==> src/rtl/sync_fifo.sv <==
// sync_fifo: synchronous FIFO with optional fall-through and fill-level flags.
// Pointers wrap at DEPTH-1, so any DEPTH >= 1 is supported.
module sync_fifo #(
    parameter bit          FALL_THROUGH = 1'b0,
    parameter int unsigned DATA_WIDTH   = 32,
    parameter int unsigned DEPTH        = 8,
    parameter int unsigned THRESHOLD    = 1,
    parameter type         dtype        = logic [DATA_WIDTH-1:0]
) (
    input  logic clk_i,
    input  logic rst_ni,
    input  logic testmode_i,
    input  logic flush_i,
    output logic full_o,
    output logic empty_o,
    output logic threshold_o,
    input  dtype data_i,
    input  logic push_i,
    output dtype data_o,
    input  logic pop_i
);

    localparam int unsigned PW = (DEPTH > 1) ? $clog2(DEPTH) : 1;
    localparam int unsigned CW = $clog2(DEPTH + 1);

    typedef logic [PW-1:0] ptr_t;
    typedef logic [CW-1:0] cnt_t;

    localparam ptr_t LAST_PTR = ptr_t'(DEPTH - 1);
    localparam cnt_t FULL_CNT = cnt_t'(DEPTH);
    localparam cnt_t THR_CNT  = cnt_t'(THRESHOLD);

    dtype mem_q [DEPTH];
    ptr_t wptr_q, wptr_d;
    ptr_t rptr_q, rptr_d;
    cnt_t cnt_q, cnt_d;

    logic is_empty;
    logic bypass;
    logic consume;
    logic push_eff;
    logic pop_eff;
    logic we;

    // Test mode carries no function in this block.
    logic unused_testmode;
    assign unused_testmode = testmode_i;

    function automatic ptr_t ptr_inc(input ptr_t p);
        return (p == LAST_PTR) ? '0 : ptr_t'(p + 1'b1);
    endfunction

    // Status flags, head data and the effective push/pop qualifiers.
    always_comb begin
        is_empty    = (cnt_q == '0);
        bypass      = FALL_THROUGH && is_empty && push_i;
        full_o      = (cnt_q == FULL_CNT);
        threshold_o = (cnt_q >= THR_CNT);
        empty_o     = is_empty && !bypass;
        data_o      = bypass ? data_i : mem_q[rptr_q];
        push_eff    = push_i && !full_o;
        pop_eff     = pop_i && !empty_o;
        consume     = bypass && pop_i;
    end

    // Next-state for pointers and fill count; flush wins over push/pop.
    always_comb begin
        wptr_d = wptr_q;
        rptr_d = rptr_q;
        cnt_d  = cnt_q;
        we     = 1'b0;
        if (flush_i) begin
            wptr_d = '0;
            rptr_d = '0;
            cnt_d  = '0;
        end else if (!consume) begin
            if (push_eff) begin
                we     = 1'b1;
                wptr_d = ptr_inc(wptr_q);
            end
            if (pop_eff) begin
                rptr_d = ptr_inc(rptr_q);
            end
            unique case ({push_eff, pop_eff})
                2'b10:   cnt_d = cnt_t'(cnt_q + 1'b1);
                2'b01:   cnt_d = cnt_t'(cnt_q - 1'b1);
                default: cnt_d = cnt_q;
            endcase
        end
    end

    // Pointer and count registers.
    always_ff @(posedge clk_i) begin
        if (!rst_ni) begin
            wptr_q <= '0;
            rptr_q <= '0;
            cnt_q  <= '0;
        end else begin
            wptr_q <= wptr_d;
            rptr_q <= rptr_d;
            cnt_q  <= cnt_d;
        end
    end

    // Payload storage; flush leaves stale entries in place.
    always_ff @(posedge clk_i) begin
        if (!rst_ni) begin
            for (int i = 0; i < int'(DEPTH); i++) begin
                mem_q[i] <= '0;
            end
        end else if (we) begin
            mem_q[wptr_q] <= data_i;
        end
    end

endmodule

==> config.mk <==
export PLATFORM = sky130hd
export DESIGN_NAME = sync_fifo
export DESIGN_NICKNAME = d
export VERILOG_FILES = /design/src/rtl/sync_fifo.sv
export SDC_FILE = /design/constraint.sdc
export NUM_CORES = 1
export LEC_CHECK = 0
export CORE_MARGIN = 10
export CORE_UTILIZATION = 40
export DETAILED_ROUTE_END_ITERATION = 12
export SETUP_SLACK_MARGIN = 0.02
export SLEW_MARGIN = 20
export SYNTH_ARGS = -nofsm -noshare
export SYNTH_HDL_FRONTEND = slang
export SYNTH_SLANG_ARGS = --single-unit
==> constraint.sdc <==
create_clock -name clk_i -period 4.65 [get_ports clk_i]
set_input_delay 0.93 -clock clk_i [delete_from_list [all_inputs] [get_ports clk_i]]
set_output_delay 0.93 -clock clk_i [all_outputs]
set_load 0.02 [all_outputs]
# Word-level counts from Yosys, hierarchy flattened
# Memory sizes are Yosys's and may differ from the RTL's. A register that Yosys moved wholly into a read port is not among the register bits.
# Index checks and enable logic that the tools add are counted.
totals:
  reg_bits: 10
  latchBits: 0
  mem_bits_rw: 256
  mem_bits_ro: 0
  inputBits: 38
  output_inout_bits: 35
  memories: 1
classes:
  n_addsub: 4
  multipliers: 0
  n_div: 0
  magnitude_cmp: 1
  eq_ne: 5
  shift: 0
  muxes: 14
  bitwise: 1
  reduce_logical: 8
mem_list:
  columns: ["memory", "depth", "width", "read_ports", "rd_ports_with_merged_regs", "write_ports", "line", "source"]
  rows:
  - ["mem_q", 8, 32, 1, 1, 8, "33", "dtype mem_q [DEPTH];"]
op_table:
  columns: ["operator", "n"]
  rows:
  - ["2-to-1 mux 32 bit", 1]
  - ["OR reduction 32 bit", 1]
  - ["2-to-1 mux 3 bit", 5]
  - ["one-hot mux 4 bit (2 select lines)", 1]
  - ["2-to-1 mux 1 bit", 7]
  - ["adder 3 x 1 -> 3 bit (second input constant)", 2]
  - ["equality test 3 bit (second input constant)", 2]
  - ["adder 4 x 1 -> 4 bit (second input constant)", 1]
  - ["equality test 4 bit (second input constant)", 1]
  - [">= comparator 4 x 1 -> 1 bit (second input constant)", 1]
  - ["logical NOT 4 bit", 1]
  - ["subtractor 4 x 1 -> 4 bit (second input constant)", 1]
  - ["equality test 2 x 1 -> 1 bit (second input constant)", 1]
  - ["equality test 2 bit (second input constant)", 1]
  - ["logical AND 1 bit", 2]
  - ["logical NOT 1 bit", 2]
  - ["nonzero test 2 bit", 1]
  - ["OR reduction 2 bit", 1]
  - ["NOT 1 bit", 1]

# Longest topological paths before layout
# Gate-level depths: netlist of run 1.
depth:
  depth_word: 10
  ltp_mapped: 8
  ltp_nobuf: 8

# Worst setup path after synthesis of run 1
# OpenSTA, ideal clock, no wires.
synth_path:
  path_kind: "input to register"
  startpoint: "input port flush_i"
  endpoint: "memory mem_q[5][0] (netlist name) (enable)"
  t_arrival_ns: 4.003
  path_slack_ns: 0.181
  path_stages: 4
  path_buffers: 1
  cell_sequence: "nand2b_1 > or4_4 > buf_6 > o21ai_0"
synth_lines:
  columns: ["element", "line", "source"]
  rows:
  - ["start: declaration", "13", "input logic flush_i,"]
  - ["end: declaration", "33", null]

==> results of run 1 <==
-- worst max-delay path, cell delays in order, from the launching register on --
cell	delay (ps)
sky130_fd_sc_hd__dfxtp_4	700
sky130_fd_sc_hd__buf_4	350
sky130_fd_sc_hd__mux4_2	530
sky130_fd_sc_hd__mux2_2	290
sky130_fd_sc_hd__clkdlybuf4s50_1	540
-- synthesized netlist by cell type (all sizes together), types with 2 or more instances --
| library cell | n |
|---|---|
| nor2 | 260 |
| edfxtp | 256 |
| nand2 | 67 |
| mux4 | 64 |
| clkbuf | 39 |
| mux2 | 32 |
| o21ai | 16 |
| buf | 15 |
| dfxtp | 13 |
| a21oi | 8 |
| ha | 8 |
| inv | 5 |
| nand4 | 3 |
| nor2b | 3 |
| or4 | 3 |
| nand2b | 2 |
| nand3 | 2 |
| nand3b | 2 |
| or4b | 2 |
| xor2 | 2 |
-- path summary, 6_finish.rpt --
path	from	to	depth (start not counted)
max reg2reg	cnt_q[0]$_SDFFE_PP0P_	mem_q[5][4]$_SDFFCE_PN0P_	7
min reg2reg	rptr_q[1]$_SDFFE_PP0N_	flop	2
min	rptr_q[1]$_SDFFE_PP0N_	flop	2
max	flop	data_o[16]	4
-- flip-flops by register name, summed over array words and instances, names as in the netlist, named ones only --
register / cells
cnt_q: 4
mem_q: 256
rptr_q: 3
wptr_q: 3
-- routing by layer --
metal	routed length [um]	global-route usage (%)	part of all wire (%)	vias to the layer above
li1	-	-	-	3100
met1	11900	20.6	43	3453
met2	13700	25.4	50	197
met3	1700	2.38	6.2	26
met4	323	3.42	1.2	0
met5	0	0	0	-
-- power groups by stage --
stage | registers [uW] | logic [uW] | clock network (uW)
2_1_floorplan | 2810 | 214 | 0
4_1_cts | 2770 | 393 | 2030
6_report | 2770 | 384 | 2000
5_1_grt | 2770 | 414 | 2140
3_3_place_gp | 2810 | 390 | 0
3_5_place_dp | 2820 | 391 | 0
-- logic make-up after synthesis --
family / synth area share [%]
buffers and inverters: 2.30
muxes: 15.5
adders and majority gates: 0.859
xor gates and xnor gates: 0.150
AOI/OAI and AO/OA: 1.19
DFF: 68.2
and+or+nand+nor: 11.8
-- cell type report --
| type | count | share of cell area (%) |
|---|---|---|
| Clock buffer | 41 | 5.60 |
| Sequential cell | 269 | 57.8 |
| Timing Repair Buffer | 98 | 7.00 |
| Inverter | 6 | 0.164 |
| Clock inverter | 7 | 0.227 |
| Tap cell | 384 | 3.49 |
| Multi-Input combinational cell | 480 | 25.7 |
-- stage by stage --
stage | utilization (%) | power [uW] | instances | worst slack (ps)
6_report | 47.9 | 5150 | 1285 | 751
5_1_grt | 47.9 | 5320 | 1285 | 563
3_3_place_gp | 45.1 | 3200 | 1237 | 975
4_1_cts | 47.9 | 5190 | 1285 | 653
3_5_place_dp | 45.1 | 3210 | 1237 | 975
2_1_floorplan | - | 3020 | 809 | 181
==> run summary, run 1 <==
The flow ran to the end, and the final reports show no timing, DRC or antenna violations. Sorting the synthesized cells by area gives the leading types as sky130_fd_sc_hd__edfxtp_1 66%, sky130_fd_sc_hd__mux4_2 12%, sky130_fd_sc_hd__nor2_1 8.4%. The relative contribution of combinational cells to total power is 7.5%. The number of clock sinks came out at 269. The worst hold margin came out at 508 ps. The count of flip-flops with a built-in enable after synthesis came out at 256. The fraction of the yosys area taken by sequential cells is 68.2%. The wire length of the first global-routing pass came out at 42,500 um.

The number of pins exceeding their max-slew limit in the final report was 0. For this run, the leading register cell type out of synthesis is sky130_fd_sc_hd__edfxtp_1. The post-route fraction of the period consumed by the critical path is 83.8%. The pre-antenna-repair detailed-routing pass consisted of 5 iterations.

Entering global routing, the biggest net connects 65 pins. The average size of a mapped cell came out at 14.4 um2. The worst-case headroom to the max-slew limit came out at 42.9%. The number of gates resized after cts came out at 0. The count of yosys warnings during synthesis is 0.

After clock tree synthesis, the clock-pin slew on the worst setup and hold paths is 60 ps. The overall die area came out at 36,400 um2. Summed over all instances, the cell type with the most area after synthesis is sky130_fd_sc_hd__edfxtp_1. The number of global-route vias before repair came out at 7,115.

The tree is rooted in a sky130_fd_sc_hd__clkbuf_16. The highest net fanout along the worst path is 26. The number of failing setup endpoints in the final timing report came out at 0. The worst hold path belongs to the class flop to flop. In the final timing run, aggregate negative setup slack is 0 ps.

The final design area excluding fillers came out at 13,800 um2. The number of filler cells placed in the layout is 2,521. The overall via count from detail_route is 6,776. For the pin with the worst max-slew slack, the measured transition is 854 ps. The antenna diode count came out at 0. The longest clock path from root to sink contains 3 buffers.

The starting DRC count in detailed routing came out at 606. In this run the number of H-tree levels came out at 1. The flip-flop and latch count after synthesis came out at 269.

The footprint of the multi-input gates came out at 3530 um2. The number of buffers inserted during clock tree synthesis came out at 28. Cells with a size suffix above 1 make up 18.9% of the layout. The number of port buffers came out at 71.

The fraction of registers with async set/reset is 0%. The core footprint is 28,700 um2. Dividing total power by cell area gives a power density of 374 nW/um2. The switching fraction of total power is 21.4%.

The global placer's final weighted congestion came out at 0.739. The number of buffers added to fix hold violations after cts is 0. The endpoint arrival time on the critical path is 2970 ps.

The width of the chip is 191 um. The initial standard-cell utilization of the core is 40.6%. The most frequent standard cell in the layout excluding fill and tap cells is sky130_fd_sc_hd__nor2_1. Setup repair after global routing left no endpoint under its margin. The area added between synthesis and finish is 18.0%. The initial antenna violation count is 0.

The startpoint type of the worst setup path is a flop. The post-synthesis instance area is 11,700 um2. The final period demand of the worst path came out at 3900 ps.

The synthesized design devotes to its leading area cell type 65.9% of total area. The net switching power is 1100 uW. The count of distinct cell types in the synthesized netlist is 33.

In the layout the commonest cells are 260 x sky130_fd_sc_hd__nor2_1, 256 x sky130_fd_sc_hd__edfxtp_1, 71 x sky130_fd_sc_hd__clkdlybuf4s50_1, 67 x sky130_fd_sc_hd__nand2_1, 64 x sky130_fd_sc_hd__mux4_2. The average vias per placed instance came out at 5.27. The hold violation count in the final report was 0. The design internal power is 4050 uW. The sequential fraction of design power is 53.7%. The count of nets left with antenna violations once routing finished came out at 0. For this run, design rule violations remaining after detail routing come to 0. The number of placement rows is 62. The worst setup path is captured at a primary output.

The flip-flop and latch area came out at 7960 um2. Counting every net in the synthesized netlist gives 855. TritonCTS built the clock tree.

The die is 191 um tall. After global routing the overflow that remains totals 0. The fraction of power consumed by the clock network is 38.8%. The post-route clock skew is 15.4 ps. The half-perimeter wire length after detailed placement came out at 15,700 um. The required time of the critical path came out at 3720 ps.

The overall global routing resource usage came out at 15.2%. After detailed placement, the total cell area comes to 13,000 um2. The static power due to leakage came out at 0.00461 uW. The gate count after technology mapping is 809. The average wire per cell in the routed design is 21.5 um.

The maximum operating frequency is 0.257 GHz. The final wirelength came out at 27,600 um. The clock reaches the later pin of the worst-skew pair after 530 ps.

The worst supply voltage drop on vdd is 0.000261 V. The max-cap violation count came out at 0. The class of the most critical setup path is flop to primary output.

After the last flow step, the layout net total stands at 929. The I/O pin count came out at 73. The worst reg-to-reg setup slack came out at 1760 ps. The buffer count from post-CTS setup fixing is 0.
(Power assumes the default switching activity.)
==> inputs of run 2 (changes only) <==
==> constraint.sdc (replaced) <==
create_clock -name clk_i -period 3.7 [get_ports clk_i]
set_input_delay 0.74 -clock clk_i [delete_from_list [all_inputs] [get_ports clk_i]]
set_output_delay 0.74 -clock clk_i [all_outputs]
set_load 0.02 [all_outputs]
==> run summary, run 2 (synthesis results as in run 1) <==
The run finished with clean final reports. The worst hold margin is 496 ps. Summed over all nets, the half-perimeter wirelength after detailed placement is 16,000 um. Buffers added to address setup during post-CTS repair amount to 0. Compared with the post-synthesis result, the final layout area differs by 19.3%. The number of global-route vias before repair was 7,309. The register with the most flip-flops is mem_q. The highest net fanout along the worst path came out at 12. The clock-pin slew on the worst setup and hold paths came out at 60 ps.

Detailed routing placed a total of 1550 um of wire on met3. Entering global routing, the biggest net connects 49 pins. The total iterations of the first detailed-routing run came out at 5. Excluding fillers, the count of instances in the completed layout stands at 1,297.

The endpoint arrival time on the critical path came out at 2690 ps. In this run the power density over the cells is 477 nW/um2. The number of filler cells placed in the layout came out at 2,579. Clock latency on the worst-skew pair, taken at its later pin, is 550 ps.

The die height is 191 um. The average vias per placed instance came out at 5.29. The number of nets in the final layout is 939. The post-placement cell area came out at 13,000 um2. The CTS tree is built. Of the available clock period, the critical path in the final layout requires 92.7%. The number of gates resized after CTS was 0. The routed design could run at a clock period as short as 3430 ps. Routability-driven placement finished with a final weighted congestion of 0.709. The worst hold path belongs to the class flop to flop. The number of H-tree branching levels came out at 1.

The maximum clock insertion buffer count is 3. The overall die area is 36,400 um2. The met1 wire length came out at 11,900 um.

The hold violation count in the final report is 0. The required time of the critical path is 2960 ps. The number of port buffers came out at 71.

For this design the top-level I/O count stands at 73. Leaving out fill and tap cells, the most frequent cell in the layout is sky130_fd_sc_hd__nor2_1. The width of the chip came out at 191 um. The detail route stage leaves a number of antenna-violating nets equal to 0. The final core area utilization is 48.4%. Summing all non-filler instances in the final layout gives an area of 13,900 um2. The number of placed cells counting well taps came out at 1,245. Clock tree synthesis inserted a total of 29 buffers.

The detailed router placed 6,855 vias in this run. Setup repair after global routing left no endpoint under its margin. Clock tree synthesis selected as its root buffer the cell sky130_fd_sc_hd__clkbuf_16. The maximum operating frequency came out at 0.292 GHz. The post-route clock skew is 23.0 ps.

The wire length of the first global-routing pass is 42,800 um. The antenna diode count is 0. The initial antenna violation count was 0. For this block, the initial DRC count from the detailed router was 588. The share of layout cells above drive strength 1 is 20.2%. The worst supply voltage drop on vdd is 0.000400 V. The initialized floorplan defines 62 standard-cell rows.

The met2 routed wirelength is 13,900 um. In the final layout, the registers with the most flip-flops are mem_q x256, cnt_q x4. The worst setup path is of the flop to primary output kind.

The core footprint is 28,700 um2. The number of pins exceeding their max-slew limit in the final report is 0. After clock tree synthesis, the flow added hold-fix buffers numbering 0.

The overall global routing resource usage came out at 15.3%. For this run the aggregate overflow at the end of global routing stands at 0. The highest signal layer in the routed design is met4. The startpoint type of the worst setup path is a flop. In the layout the commonest cells are 260 x sky130_fd_sc_hd__nor2_1, 256 x sky130_fd_sc_hd__edfxtp_1, 71 x sky130_fd_sc_hd__clkdlybuf4s50_1, 67 x sky130_fd_sc_hd__nand2_1, 64 x sky130_fd_sc_hd__mux4_2. The number of clock sinks came out at 269.

After detailed routing, the average wire length per cell comes to 21.5 um. For this design the static power due to leakage is 0.00469 uW. The final wirelength came out at 27,900 um.

The worst setup path is captured at a primary output. The number of remaining DRC errors is 0. The transition time of the tightest slew-check pin is 787 ps.

The initial standard-cell utilization of the core came out at 40.6%. Setup violations remaining at the end of the flow were counted as 0. The post-route total power came out at 6640 uW.

The number of flip-flops in the largest register came out at 256. Across the run, the number of max-cap violations was 0. The worst reg-to-reg setup slack came out at 1070 ps. The worst-case headroom to the max-slew limit came out at 47.4%.
-- run 2: critical path, cell delays in order, from the launching register on --
cell and delay, ps:
sky130_fd_sc_hd__dfxtp_4 550, sky130_fd_sc_hd__buf_4 240, sky130_fd_sc_hd__mux4_2 510, sky130_fd_sc_hd__mux2_2 290
sky130_fd_sc_hd__clkdlybuf4s50_1 540
-- run 2: final timing paths --
check	start	to	cells after the start
worst max-delay path	flop	data_o[10]	4
worst min-delay path	rptr_q[1]$_SDFFE_PP0N_	flop	2
worst max register to register	cnt_q[0]$_SDFFE_PP0P_	mem_q[7][0]$_SDFFCE_PN0P_	7
worst min register to register	rptr_q[1]$_SDFFE_PP0N_	flop	2
-- run 2: power by group --
part / total, uW / switching (uW) / internal, uW / leakage [uW]
combinational: 493 / 270 / 223 / 0.00152
clock: 2670 / 1130 / 1540 / 0.000419
sequential: 3470 / 33.5 / 3440 / 0.00275
-- run 2: through the flow --
step / setup TNS (ps) / worst slack [ps]
floorplan: -41550 / -649
CTS: 0 / 59.2
global placement: 0 / 527
global route: 0 / 60.9
detailed placement: 0 / 498
finish: 0 / 270
-- run 2: area by class of cell --
class	instances	area, um2	share of cell area [%]
multi-input combinational	480	3530	25.4
sequential	269	7960	57.2
clock buffer	42	795	5.71
timing repair buffer	107	1050	7.56
inverter	6	22.5	0.162
clock inverter	9	67.6	0.486
tap	384	480	3.46
-- run 2: per-layer routing --
layer  up-vias  global-route usage (%)
met2       199                    26.5
met4         0                    3.33
li1       3121                       -
met1      3494                    19.9
met5         -                       0
met3        41                    2.45
==> inputs of run 3 (changes only) <==
--- a/config.mk
+++ b/config.mk
@@ -9,7 +9,7 @@
 export CORE_UTILIZATION = 40
 export DETAILED_ROUTE_END_ITERATION = 12
 export SETUP_SLACK_MARGIN = 0.02
-export SLEW_MARGIN = 20
+export SLEW_MARGIN = 40
 export SYNTH_ARGS = -nofsm -noshare
 export SYNTH_HDL_FRONTEND = slang
 export SYNTH_SLANG_ARGS = --single-unit
==> run summary, run 3 (synthesis results as in run 1) <==
The run finished with clean final reports. The average wire per cell in the routed design came out at 21.5 um. The maximum operating frequency is 0.292 GHz. The number of clock buffers added by TritonCTS is 29.

The required time of the critical path came out at 2960 ps. The number of gates resized after cts is 0. The worst setup path is of the flop to primary output kind.

The wire length of the first global-routing pass is 42,800 um. The maximum number of pins on one net before global-route repair came out at 49. The transition time of the tightest slew-check pin came out at 775 ps.

The worst supply voltage drop on vdd is 0.000398 V. The share of total power dissipated in sequential elements is 52.3%. The routed layout has 6,842 vias. The number of filler cells placed in the layout came out at 2,578. The final wirelength is 27,900 um. The fraction of power consumed by the clock network is 40.3%.

The number of clock sinks came out at 269. The number of pins exceeding their max-slew limit in the final report is 0. Leaving out fill and tap cells, the most frequent cell in the layout is sky130_fd_sc_hd__nor2_1.

Setup repair after global routing left no endpoint under its margin. The relative contribution of combinational cells to total power is 7.4%. The net switching power is 1430 uW.

The number of port buffers came out at 71. The later-pin clock latency in the skew report is 550 ps. After clock tree synthesis, the clock-pin slew on the worst setup and hold paths is 60 ps.

The post-route clock skew is 23.1 ps. The number of flip-flops in the largest register came out at 256. The I/O pin count came out at 73. The first detailed-routing pass ran for 5 iterations. The worst hold path passes through 2 cells.

The core footprint is 28,700 um2. The half-perimeter wire length after detailed placement came out at 16,000 um. For this run, design rule violations remaining after detail routing come to 0.

The overall die area came out at 36,400 um2. The min-delay analysis places its worst path in the category flop to flop. The power per standard cell area is 477 nW/um2. The static power due to leakage came out at 0.00469 uW. In this run the number of H-tree levels came out at 1. The worst hold margin is 494 ps. The area growth from synthesis to layout is 19.3%. The switching fraction of total power came out at 21.6%. The remaining global-route overflow is 0. The post-route fraction of the period consumed by the critical path is 92.6%.

The top cell types in the final layout, fill and taps aside, are 260 x sky130_fd_sc_hd__nor2_1, 256 x sky130_fd_sc_hd__edfxtp_1, 71 x sky130_fd_sc_hd__clkdlybuf4s50_1, 67 x sky130_fd_sc_hd__nand2_1, 64 x sky130_fd_sc_hd__mux4_2. The tool flagged a number of max-cap violations equal to 0. The global placer's final weighted congestion is 0.709. In this run the tightest slew margin relative to its limit is 48.0%.

The number of antenna-violating nets in the routed design came out at 0. The hold violation count in the final report came out at 0. In the final timing run, aggregate negative setup slack is 0 ps.

Once the floorplan was initialized, standard cells occupied 40.6% of the core. The width of the chip came out at 191 um. TritonCTS built the clock tree. The design internal power is 5210 uW. In this run the clock root is driven by a sky130_fd_sc_hd__clkbuf_16. Timing analysis after detailed placement gives a worst setup slack of 498 ps.

The overall global routing resource usage is 15.3%. More flip-flops sit in one register than any other, and that register is mem_q. The worst register-to-register path has a depth of 7. Of all nets on the critical path, the largest fanout is 12. STA puts the critical path data arrival time at 2680 ps.

The antenna diode count is 0. The largest registers in the layout are mem_q x256, cnt_q x4. The number of global-route vias before repair came out at 7,309. Setup slack closes at 275 ps.

The net count of the finished layout is 939. The initial antenna violation count is 0. The maximum clock insertion buffer count is 3.

The number of failing setup endpoints in the final timing report came out at 0. The worst setup path is captured at a primary output. The die height came out at 191 um. The number of buffers added to fix hold violations after cts is 0. Cells with a size suffix above 1 make up 20.3% of the layout. Counting I/O delays and the setup requirement, the final critical path takes 3420 ps.

After detailed routing, the number of vias per cell comes to 5.28. The starting DRC count in detailed routing is 522. STA classifies the critical path startpoint as a flop. The number of placement rows is 62.
-- run 3: cell counts in the layout (fill, tap and decap cells not counted) --
No cell type changed its count.
-- run 3: what timing repair did --
item | CTS | global route
hold endpoints to repair | 0 | 0
buffers inserted | 0 | 1
setup endpoints to repair | 0 | 4
-- run 3: layout make-up --
class                   count  area, um2  share of cell area (%)
inverters                   6       22.5                   0.162
repair buffers            107       1050                    7.56
flip-flops and latches    269       7960                    57.2
clock buffers              42        795                    5.71
multi-input cells         480       3540                    25.4
clock inverters             9       67.6                   0.486
well taps                 384        480                    3.45
-- run 3: metal layers --
layer | up-vias | global-route usage [%] | share of wire (%)
met5 | - | 0 | 0
li1 | 3118 | - | -
met4 | 0 | 3.33 | 1.8
met3 | 40 | 2.45 | 5.3
met1 | 3505 | 19.9 | 43
met2 | 179 | 26.5 | 50
-- run 3: power groups by stage --
stage	combinational [uW]	sequential (uW)	clock, uW
CTS	502	3480	2710
global route	533	3480	2830
floorplan	269	3530	0
finish	493	3470	2670
global placement	498	3540	0
detailed placement	499	3540	0
-- run 3: metrics by stage --
step           cell area, um2  instances  util (%)  power (uW)
3_5_place_dp            13000       1245      45.4        4040
3_3_place_gp            13000       1245      45.4        4030
5_1_grt                 13900       1297      48.5        6850
4_1_cts                 13900       1296      48.4        6690
2_1_floorplan           11700        809         -        3800
6_report                13900       1297      48.5        6640
-- run 3: critical path, cell delays in order (launching register included) --
cell and delay, ps:
sky130_fd_sc_hd__dfxtp_4 550, sky130_fd_sc_hd__buf_4 240, sky130_fd_sc_hd__mux4_2 510, sky130_fd_sc_hd__mux2_2 290, sky130_fd_sc_hd__clkdlybuf4s50_1 540
-- run 3: path summary, 6_finish.rpt --
check,startpoint,end,slack (ps)
max,flop,data_o[10],280
min,rptr_q[1]$_SDFFE_PP0N_,flop,490
max reg2reg,cnt_q[0]$_SDFFE_PP0P_,mem_q[7][0]$_SDFFCE_PN0P_,1060
min reg2reg,rptr_q[1]$_SDFFE_PP0N_,flop,490
